File: src/rtl/counter_pkg.sv
// Shared encodings for the up/down counter: terminal-count modes and FSM states.
package counter_pkg;

    localparam logic [1:0] MODE_WRAP    = 2'b00;
    localparam logic [1:0] MODE_SAT     = 2'b01;
    localparam logic [1:0] MODE_ONESHOT = 2'b10;
    localparam logic [1:0] MODE_RELOAD  = 2'b11;

    typedef logic state_t;
    localparam state_t RUN  = 1'b0;
    localparam state_t HALT = 1'b1;

endpackage

File: src/rtl/tick_prescaler.sv
// Purpose: divides enabled cycles by prescale+1 and emits a one-cycle tick.
// Latency: tick is combinational on the prescale+1-th enabled cycle after clr.
// Backpressure: none; en low freezes the divider, clr restarts it from zero.
module tick_prescaler #(
    parameter int PRESCALE_W = 4
) (
    input  logic                  clk,
    input  logic                  rst_n,
    input  logic                  clr,
    input  logic                  en,
    input  logic [PRESCALE_W-1:0] prescale,
    output logic                  tick
);

    localparam logic [PRESCALE_W-1:0] ONE = {{(PRESCALE_W-1){1'b0}}, 1'b1};

    logic [PRESCALE_W-1:0] div_q;
    logic [PRESCALE_W-1:0] div_d;

    assign tick = en && (div_q == prescale);

    always_comb begin
        div_d = div_q;
        if (clr || tick) begin
            div_d = '0;
        end else if (en) begin
            div_d = div_q + ONE;
        end
    end

    always_ff @(posedge clk or negedge rst_n) begin
        if (!rst_n) begin
            div_q <= '0;
        end else begin
            div_q <= div_d;
        end
    end

endmodule

File: src/rtl/updown_counter_p.sv
// Purpose: loadable up/down counter with prescaler and wrap/saturate/one-shot/reload terminal modes.
// Latency: load and steps appear on count one cycle after being sampled; tc/done registered alongside.
// Backpressure: none; en gates stepping, load always wins over a coincident tick.
module updown_counter_p
    import counter_pkg::*;
#(
    parameter int WIDTH      = 8,
    parameter int PRESCALE_W = 4
) (
    input  logic                  clk,
    input  logic                  rst_n,
    input  logic                  load,
    input  logic [WIDTH-1:0]      load_val,
    input  logic                  en,
    input  logic                  up_dn,
    input  logic [1:0]            mode,
    input  logic [PRESCALE_W-1:0] prescale,
    output logic [WIDTH-1:0]      count,
    output logic                  tc,
    output logic                  done
);

    localparam logic [WIDTH-1:0] ONE = {{(WIDTH-1){1'b0}}, 1'b1};

    logic             tick;
    logic [WIDTH-1:0] count_q, count_d;
    logic [WIDTH-1:0] reload_q, reload_d;
    state_t           state_q, state_d;
    logic             tc_q, tc_d;
    logic [WIDTH-1:0] term;
    logic [WIDTH-1:0] step;

    tick_prescaler #(
        .PRESCALE_W (PRESCALE_W)
    ) u_prescaler (
        .clk      (clk),
        .rst_n    (rst_n),
        .clr      (load),
        .en       (en),
        .prescale (prescale),
        .tick     (tick)
    );

    // Terminal value follows the direction in force at the tick.
    assign term = up_dn ? '1 : '0;
    assign step = up_dn ? (count_q + ONE) : (count_q - ONE);

    always_comb begin
        count_d  = count_q;
        reload_d = reload_q;
        state_d  = state_q;
        tc_d     = 1'b0;
        if (load) begin
            count_d  = load_val;
            reload_d = load_val;
            state_d  = RUN;
        end else if (tick && (state_q == RUN)) begin
            if (count_q != term) begin
                count_d = step;
            end else begin
                tc_d = 1'b1;
                case (mode)
                    MODE_WRAP:    count_d = step;
                    MODE_SAT:     count_d = count_q;
                    MODE_ONESHOT: state_d = HALT;
                    default:      count_d = reload_q;
                endcase
            end
        end
    end

    always_ff @(posedge clk or negedge rst_n) begin
        if (!rst_n) begin
            count_q  <= '0;
            reload_q <= '0;
            state_q  <= RUN;
            tc_q     <= 1'b0;
        end else begin
            count_q  <= count_d;
            reload_q <= reload_d;
            state_q  <= state_d;
            tc_q     <= tc_d;
        end
    end

    assign count = count_q;
    assign tc    = tc_q;
    assign done  = (state_q == HALT);

endmodule

File: config.mk
export PLATFORM = sky130hd
export DESIGN_NAME = updown_counter_p
export DESIGN_NICKNAME = d
export VERILOG_FILES = /design/src/rtl/counter_pkg.sv /design/src/rtl/tick_prescaler.sv /design/src/rtl/updown_counter_p.sv
export SDC_FILE = /design/constraint.sdc
export NUM_CORES = 1
export LEC_CHECK = 0
export ABC_AREA = 1
export BUFFER_PORTS_ARGS = -buffer_cell sky130_fd_sc_hd__clkbuf_2
export CAP_MARGIN = 20
export CORE_UTILIZATION = 50
export DETAILED_ROUTE_END_ITERATION = 12
export PLACE_DENSITY = 0.8
export SYNTH_ARGS = -nofsm -noshare
export SYNTH_HDL_FRONTEND = slang
export SYNTH_SLANG_ARGS = --single-unit
File: constraint.sdc
create_clock -name clk -period 3.2 [get_ports clk]
set_input_delay 0.64 -clock clk [delete_from_list [all_inputs] [get_ports clk]]
set_output_delay 0.64 -clock clk [all_outputs]
set_load 0.05 [all_outputs]
==> results.py, run 1 <==
metrics = {
    "hold_path": {
        "min_path_type": "primary input to asynchronous set/reset pin",
    },
    "detailed_routing": {
        "drt-initial-drc-count": 64,
        "vias_per_cell": 4.87,
        "drc": 0,
        "wl_per_cell_um": 10.7,
        "via_count": 1466,
        "antenna_left": 0,
        "wl_um": 3220,
        "firstDrtPassIters": 4,
    },
    "final_layout": {
        "final_util": 0.601,
        "area_growth_pct": 14.7,
        "drive_gt1_frac": 0.198,
        "fillers": 312,
        "multi_input_area_um2": 913,
        "antenna_cells": 0,
        "final_cell_mix": "nand2_1, inv_1, clkbuf_2",
        "layout_commonest_cell": "nand2_1",
        "nets": 287,
        "final-seq-area_um2": 551,
    },
    "power_and_ir_drop": {
        "p_leak_nw": 1.07,
        "power_frac_clock": 0.215,
        "p_comb_frac": 0.436,
        "p_int_mw": 0.577,
        "ir_drop_v": 0.000267,
        "sequentialPowerShare": 0.348,
        "p_switching_mw": 0.414,
        "power_density_mw_per_mm2": 540,
        "finalPower_mw": 0.991,
        "switching_share": 0.417,
    },
    "critical_path": {
        "r2r_cells": 12,
        "critPathMaxFanout": 9,
        "r2r_setup_slack_ns": 1.36,
        "slowest_delay_ns": 0.38,
        "reg2reg_to": "count[7]",
        "timing.rr.start": "count[5]",
        "path_common_cell": "nand2_1",
        "critPathBufInv": 3,
        "crit_slowest_cell": "ha_1",
        "critPathTopFamily": "simple AND/OR/NAND/NOR gates",
        "start_kind": "primary input",
        "path_cells": "clkbuf_2, inv_2, ha_1, nand2_1, inv_2, nand2_2, nor2_8, nand3_4, nand2_4, nand2_1, nand2_1, nand2_1, nand2_1, nand2_1",
        "arrival_ns": 2.15,
        "cp-end-kind": "flop",
        "required_ns": 3.41,
        "crit_type": "primary input to flop",
    },
    "clocking": {
        "cts_sinks": 22,
        "cts_tree": "done",
        "cts-resized-gates": 0,
        "clk-insertion-delay-late_ns": 0.31,
        "cts_max_level": 1,
        "clk_pin_slew_ns": 0.13,
        "clockBufferDepth": 2,
        "cts-buffers-inserted": 3,
        "root_buffer": "clkbuf_4",
        "post_cts_buffers": 0,
        "holdBufCountCts": 0,
    },
    "yosys": {
        "syn_avg_cell_area_um2": 7.02,
        "synth_top_area_frac": 0.344,
        "synthArstFlopShare": 1.00,
        "synthAdderAreaFrac": 0.0829,
        "synth_xor_area_frac": 0.0219,
        "synthDistinctLibCells": 28,
        "netlist_instances": 228,
        "synth_ff_type": "dfrtp_1",
        "yosysTopAreaCell": "dfrtp_1",
        "synth_top_family_by_area": "simple AND/OR/NAND/NOR gates",
        "yosysWarnings": 0,
        "synth_edf_count": 0,
        "synth.mux.area_fraction": 0,
        "synth-compound-area-share": 0.0328,
        "syn_nets": 257,
        "synthSimpleGateAreaFrac": 0.433,
        "synth_seq_cells": 22,
        "syn_area_mm2": 0.00160,
        "synth.area.top_cells": "dfrtp_1, nand2_1, ha_1",
        "yosysSeqAreaShare": 0.344,
    },
    "sta": {
        "tightest_slew_ns": 0.567,
        "rsz0062_at_grt": "no",
        "fin_crit_sh": 0.605,
        "fin_skew_ns": 0.0107,
        "setup_tns_ns": 0,
        "finalMaxSlewViolations": 0,
        "fin_hold_ws_ns": 0.291,
        "timing.final.crit_period_ns": 1.93,
        "final_hold_viol_count": 0,
        "fmax_mhz": 517,
        "setup_viol": 0,
        "slew_headroom": 0.622,
    },
    "floorplanning": {
        "core_area_mm2": 0.00305,
        "dieHeight_um": 58.6,
        "initial_utilization": 0.524,
        "die_area_mm2": 0.00343,
        "dieWidth_um": 58.6,
        "rows": 20,
        "io_pins": 29,
    },
    "grt": {
        "grt_pass1_wl_um": 5440,
        "grt_pass1_vias": 1259,
        "grt_remaining_overflow": 0,
        "antenna_found_initial": 0,
        "grt_usage": 0.208,
        "grt_max_degree": 23,
    },
    "status": {
        "status": "completed",
    },
    "place": {
        "io_buffers": 28,
        "hpwl_um": 2510,
        "gp_congestion": 0.911,
    },
    "flow_run": {
        "maxCapViolations": 0,
    },
}
==> synthesized netlist by cell type, types with 2 or more instances <==
cell      instances
nand3_1          22
xor2_1            2
nor2_2            2
nand3_4           2
inv_1            28
ha_1              9
inv_2             5
a21oi_1           3
dfrtp_1          22
nand4_1           4
nand2_2           5
nor2_1            8
clkbuf_1          2
o21ai_1           2
nand3b_1          3
nand2_4           2
nand2_1          92
xnor2_1           2
o21ai_0           4
==> layout make-up <==
type | instances | area share
Sequential cell | 22 | 0.300
Multi-Input combinational cell | 170 | 0.498
Clock buffer | 3 | 0.0123
Clock inverter | 1 | 0.0164
Inverter | 33 | 0.0675
Tap cell | 44 | 0.0300
Timing Repair Buffer | 28 | 0.0763
==> worst register-to-register path, stage by stage, from the launching register on <==
cell	delay (ns)
dfrtp_1	0.44
ha_1	0.38
nand2_1	0.08
inv_2	0.08
nand2_2	0.08
nor2_8	0.13
nand3_4	0.15
nand2_4	0.12
nand2_1	0.06
nand2_1	0.07
nand2_1	0.06
nand2_1	0.05
nand2_1	0.04
==> power groups by stage <==
stage	Combinational [mW]	Sequential, mW	Clock, mW
after floorplan	0.260	0.418	0
after global placement	0.424	0.349	0
after detailed placement	0.428	0.349	0
after CTS	0.431	0.344	0.221
after global routing	0.484	0.348	0.227
final	0.432	0.345	0.214
==> layer usage <==
layer,vias to the layer above,part of all wire,GRT usage
li1,774,-,-
met1,655,0.49,0.288
met2,30,0.46,0.338
met3,7,0.039,0.0330
met4,0,0.013,0.0578
met5,-,0,0
==> through the flow <==
stage,instances,area (µm²),setup WS [ns]
final,301,1840,1.27
after global routing,301,1840,1.12
after CTS,301,1840,1.27
after detailed placement,297,1780,0.961
after global placement,297,1780,0.987
after floorplan,228,1600,1.28
==> kinds of logic (layout without fill, tap and decap cells) <==
| group | Yosys count | after routing |
|---|---|---|
| flops | 22 | 22 |
| simple gates | 146 | 146 |
| buf+inv | 36 | 65 |
| compound gates | 10 | 10 |
| fa+ha+maj | 10 | 10 |
| xor+xnor | 4 | 4 |
==> sequential cells by signal (all words and copies together), names as in the netlist <==
register           flops
done                   1
u_prescaler.div_q      4
tc                     1
count                  8
reload_q               8
==> worst max-delay path by stage <==
stage / from / endpoint / slack (ns) / cells past startpoint
after global placement: up_dn / count[7] / 0.99 / 14
after floorplan: up_dn / count[7] / 1.28 / 13
after global routing: up_dn / count[7] / 1.12 / 14
after CTS: up_dn / count[7] / 1.27 / 14
final: up_dn / count[7] / 1.27 / 14
after detailed placement: up_dn / count[5] / 0.96 / 14
Note: power is estimated with default switching activity, not from simulation.
==> inputs of run 2 (changes only) <==
--- a/config.mk
+++ b/config.mk
@@ -10,7 +10,7 @@
 export CAP_MARGIN = 20
 export CORE_UTILIZATION = 50
 export DETAILED_ROUTE_END_ITERATION = 12
-export PLACE_DENSITY = 0.8
+export PLACE_DENSITY = 0.83
 export SYNTH_ARGS = -nofsm -noshare
 export SYNTH_HDL_FRONTEND = slang
 export SYNTH_SLANG_ARGS = --single-unit
==> constraint.sdc (replaced) <==
create_clock -name clk -period 1.6 [get_ports clk]
set_input_delay 0.32 -clock clk [delete_from_list [all_inputs] [get_ports clk]]
set_output_delay 0.32 -clock clk [all_outputs]
set_load 0.05 [all_outputs]
==> results.py, run 2 (synthesis results as in run 1) <==
metrics = {
    "sta": {
        "tightest_slew_ns": 0.538,
        "slew_headroom": 0.641,
        "fmax_mhz": 610,
        "setup_viol": 9,
        "final_hold_viol_count": 0,
        "fin_crit_sh": 1.02,
        "rsz0062_at_grt": "yes",
        "finalMaxSlewViolations": 0,
        "timing.final.crit_period_ns": 1.64,
        "layout_setup_ws_ns": -0.0400,
        "fin_skew_ns": 0.00468,
    },
    "detailed_routing": {
        "drc": 0,
        "wl_per_cell_um": 11.1,
        "antenna_left": 0,
        "drt-initial-drc-count": 76,
        "firstDrtPassIters": 4,
        "via_count": 1549,
        "wl_um": 3580,
        "vias_per_cell": 4.80,
    },
    "grt": {
        "antenna_found_initial": 0,
        "grt_remaining_overflow": 0,
        "grt.busiest_layer": "met2",
        "grt_pass1_wl_um": 6040,
        "grtUsageMet1": 0.297,
        "grt_usage": 0.230,
        "grt_max_degree": 23,
        "grt.met3_usage": 0.0198,
        "grt_pass1_vias": 1439,
        "use_met2": 0.399,
    },
    "floorplanning": {
        "initial_utilization": 0.524,
        "dieHeight_um": 58.6,
        "die_area_mm2": 0.00343,
        "dieWidth_um": 58.6,
        "io_pins": 29,
        "core_area_mm2": 0.00305,
        "rows": 20,
    },
    "critical_path": {
        "required_ns": 1.82,
        "crit_type": "flop to flop",
        "slowest_delay_ns": 0.45,
        "critPathMaxFanout": 8,
        "start_kind": "flop",
        "path_cells": "ha_4, nand2_2, inv_2, nand2_4, nor2_8, nand3_2, nand3_4, nand2_4, nand2_1, nand2_1",
        "reg2reg_to": "count[6]",
        "arrival_ns": 1.86,
        "r2r_cells": 10,
        "r2r_setup_slack_ns": -0.04,
        "cp-end-kind": "flop",
        "critPathTopFamily": "simple AND/OR/NAND/NOR gates",
        "timing.rr.start": "count[5]",
        "critPathBufInv": 1,
        "crit_slowest_cell": "dfrtp_2",
    },
    "clocking": {
        "clk_pin_slew_ns": 0.12,
        "cts-buffers-inserted": 3,
        "clk-insertion-delay-late_ns": 0.32,
        "cts_sinks": 22,
        "cts_tree": "done",
        "cts_max_level": 1,
        "root_buffer": "clkbuf_4",
        "clockBufferDepth": 2,
    },
    "final_layout": {
        "final-seq-area_um2": 559,
        "fin_area_mm2": 0.00211,
        "final_util": 0.693,
        "fillers": 263,
        "multi_input_area_mm2": 0.00103,
        "drive_gt1_frac": 0.326,
        "final_cell_mix": "nand2_1, inv_1, clkbuf_2",
        "layout_commonest_cell": "nand2_1",
        "nets": 309,
        "fin_cells": 323,
        "area_growth_pct": 32.1,
        "antenna_cells": 0,
    },
    "flow_run": {
        "maxCapViolations": 0,
    },
    "hold_path": {
        "hold_path_startpoint": "load_val[5]",
        "holdPathEnd": "reload_q[5]",
        "min_path_type": "primary input to flop",
        "hold_path_depth": 3,
    },
    "power_and_ir_drop": {
        "ir_drop_v": 0.000427,
        "p_leak_nw": 1.17,
        "power_density_mw_per_mm2": 987,
    },
    "place": {
        "place_inst": 314,
        "gp_congestion": 0.810,
        "place_area_mm2": 0.00200,
        "io_buffers": 28,
        "hpwl_um": 2710,
    },
    "status": {
        "status": "finished, violations left",
        "violations": "negative setup slack",
    },
}
-- run 2: changes by cell type in the layout (fill, tap and decap cells not counted), moves of 4 or more --
cell and delta:
nand2_1 -4, buf_4 +19, ha_1 -6, dfrtp_1 -7, ha_4 +6, dfrtp_2 +7
-- run 2: layout make-up --
type	instances	share of cell area
multi-input combinational	171	0.486
sequential	22	0.264
timing repair buffer	49	0.148
inverter	33	0.0586
tap	44	0.0260
clock buffer	4	0.0172
-- run 2: worst max-delay path by stage --
stage	slack [ns]	from	cells after the start	endpoint
floorplan	-0.08	count[4]	12	count[7]
global placement	-0.21	up_dn	12	count[7]
detailed placement	-0.27	up_dn	14	count[7]
CTS	-0.06	count[2]	10	count[1]
global route	-0.15	count[4]	11	count[7]
finish	-0.04	count[5]	10	count[6]
-- run 2: per-layer routing --
| metal | part of all wire | up-vias |
|---|---|---|
| met5 | 0 | - |
| met4 | 0.016 | 0 |
| met3 | 0.017 | 4 |
| met2 | 0.47 | 19 |
| met1 | 0.49 | 706 |
| li1 | - | 820 |
-- run 2: through the flow --
stage / TNS [ns] / setup slack [ns] / hold slack (ns) / power [mW]
2_1_floorplan: -0.553 / -0.0800 / 0.0244 / 1.43
3_3_place_gp: -1.72 / -0.205 / 0.340 / 1.71
3_5_place_dp: -2.17 / -0.269 / 0.341 / 1.73
4_1_cts: -0.482 / -0.0625 / 0.217 / 2.08
5_1_grt: -1.11 / -0.148 / 0.225 / 2.24
6_report: -0.247 / -0.0400 / 0.227 / 2.09
-- run 2: power by group --
group	switching (mW)	internal, mW
logic	0.647	0.438
clock network	0.173	0.139
registers	0.0602	0.629
-- run 2: repair_timing --
item / CTS / global route
buffers inserted: 3 / 0
hold buffers: 1 / 0
cloned: 1 / 0
endpoints found under the setup margin: 10 / 10
resized for setup: 1 / 5
pin swaps: 5 / 8
hold endpoints to repair: 22 / 0
-- run 2: worst min-delay path: cells and delay by family --
kind	cells	cell delay [ns]
buffers and inverters	1	0.08
and+or+nand+nor	2	0.12
==> inputs of run 3 (changes only) <==
--- a/config.mk
+++ b/config.mk
@@ -9,6 +9,7 @@
 export BUFFER_PORTS_ARGS = -buffer_cell sky130_fd_sc_hd__clkbuf_2
 export CAP_MARGIN = 20
 export CORE_UTILIZATION = 50
+export CTS_BUF_LIST = sky130_fd_sc_hd__clkbuf_8
 export DETAILED_ROUTE_END_ITERATION = 12
 export PLACE_DENSITY = 0.83
 export SYNTH_ARGS = -nofsm -noshare
==> results.py, run 3 (synthesis results as in run 1) <==
metrics = {
    "final_layout": {
        "final_util": 0.698,
        "fillers": 257,
        "antenna_cells": 0,
        "drive_gt1_frac": 0.335,
        "nets": 308,
        "layout_commonest_cell": "nand2_1",
        "area_growth_pct": 33.2,
        "fin_area_mm2": 0.00213,
        "final_cell_mix": "nand2_1, inv_1, clkbuf_2",
    },
    "grt": {
        "grt_remaining_overflow": 0,
        "grt_usage": 0.233,
        "grt_pass1_wl_um": 6090,
        "grt_pass1_vias": 1448,
        "antenna_found_initial": 0,
        "grt_max_degree": 23,
    },
    "sta": {
        "fin_crit_sh": 1.02,
        "fmax_mhz": 614,
        "setup_viol": 9,
        "fin_skew_ns": 0.00223,
        "tightest_slew_ns": 0.545,
        "finalMaxSlewViolations": 0,
        "slew_headroom": 0.637,
        "timing.final.crit_period_ns": 1.63,
        "fin_hold_ws_ns": 0.0200,
        "final_hold_viol_count": 0,
        "layout_setup_ws_ns": -0.0297,
        "rsz0062_at_grt": "yes",
    },
    "detailed_routing": {
        "via_count": 1586,
        "drc": 0,
        "firstDrtPassIters": 4,
        "wl_per_cell_um": 11.3,
        "wl_um": 3630,
        "vias_per_cell": 4.93,
        "drt-initial-drc-count": 56,
        "antenna_left": 0,
    },
    "floorplanning": {
        "dieHeight_um": 58.6,
        "dieWidth_um": 58.6,
        "io_pins": 29,
        "initial_utilization": 0.524,
        "die_area_mm2": 0.00343,
        "rows": 20,
        "core_area_mm2": 0.00305,
    },
    "place": {
        "place_area_mm2": 0.00200,
        "io_buffers": 28,
        "hpwl_um": 2710,
        "gp_congestion": 0.810,
    },
    "clocking": {
        "cts_max_level": 1,
        "cts_sinks": 22,
        "root_buffer": "clkbuf_8",
        "clk_pin_slew_ns": 0.08,
        "clk-insertion-delay-late_ns": 0.26,
        "cts-buffers-inserted": 3,
        "cts_tree": "done",
        "clockBufferDepth": 2,
    },
    "status": {
        "violations": "negative setup slack",
        "status": "finished, violations left",
    },
    "critical_path": {
        "path_cells": "ha_4, nand2_2, inv_2, nand2_4, nor2_8, nand3_2, nand3_4, nand2_4, nand2_1, nand2_1",
        "critPathBufInv": 1,
        "slowest_delay_ns": 0.43,
        "start_kind": "flop",
        "cp-end-kind": "flop",
        "critPathMaxFanout": 8,
        "arrival_ns": 1.79,
        "crit_slowest_cell": "dfrtp_2",
        "crit_type": "flop to flop",
        "required_ns": 1.76,
        "critPathTopFamily": "simple AND/OR/NAND/NOR gates",
    },
    "power_and_ir_drop": {
        "ir_drop_v": 0.000504,
        "power_density_mw_per_mm2": 1030,
        "finalPower_mw": 2.19,
        "p_leak_nw": 1.18,
    },
    "flow_run": {
        "maxCapViolations": 0,
    },
    "hold_path": {
        "min_path_type": "primary input to asynchronous set/reset pin",
    },
}
run 3: worst register-to-register path: stages (launching register included):
cell and delay (ns):
dfrtp_2 0.43, ha_4 0.29, nand2_2 0.05, inv_2 0.07, nand2_4 0.07, nor2_8 0.13
nand3_2 0.10, nand3_4 0.13, nand2_4 0.10, nand2_1 0.10, nand2_1 0.05
run 3: routing by layer:
layer	vias up	GRT usage	part of all wire
li1	821	-	-
met1	727	0.299	0.48
met2	33	0.402	0.48
met3	5	0.0330	0.028
met4	0	0.0816	0.012
met5	-	0	0
run 3: layout make-up:
type                    count  area (µm²)  area share
multi-input cells         171        1030       0.484
flip-flops and latches     22         559       0.262
repair buffers             48         303       0.142
inverters                  33         126      0.0593
clock buffers               4        55.1      0.0258
well taps                  44        55.1      0.0258
run 3: power breakdown:
group          internal [mW]  switching (mW)  total (mW)
logic                  0.440           0.658        1.10
clock network          0.220           0.182       0.402
registers              0.629          0.0598       0.689
run 3: per-stage QoR:
step                setup slack, ns  std cells  setup TNS (ns)
global route                 -0.137        322           -1.03
global placement             -0.205        314           -1.72
finish                      -0.0297        322          -0.174
floorplan                   -0.0800        228          -0.553
CTS                         -0.0609        322          -0.384
detailed placement           -0.269        314           -2.17
run 3: path summary, 6_finish.rpt:
| kind | from | end | slack [ns] | cells past startpoint |
|---|---|---|---|---|
| worst max-delay path | count[5] | count[6] | -0.03 | 10 |
| worst min-delay path | rst_n | reload_q[3] | 0.02 | 1 |
| worst max register to register | count[5] | count[6] | -0.03 | 10 |
| worst min register to register | reload_q[6] | reload_q[6] | 0.48 | 2 |
| max in group asynchronous | rst_n | count[6] | 1.18 | 1 |
| min in group clk | load_val[7] | reload_q[7] | 0.28 | 3 |
run 3: repair_timing:
action,CTS,global route
buffers inserted,3,0
endpoints found under the hold margin,0,0
gates resized for setup,2,8
cloned,1,0
pin swaps,3,10
setup endpoints to repair,10,10
hold buffers,0,0
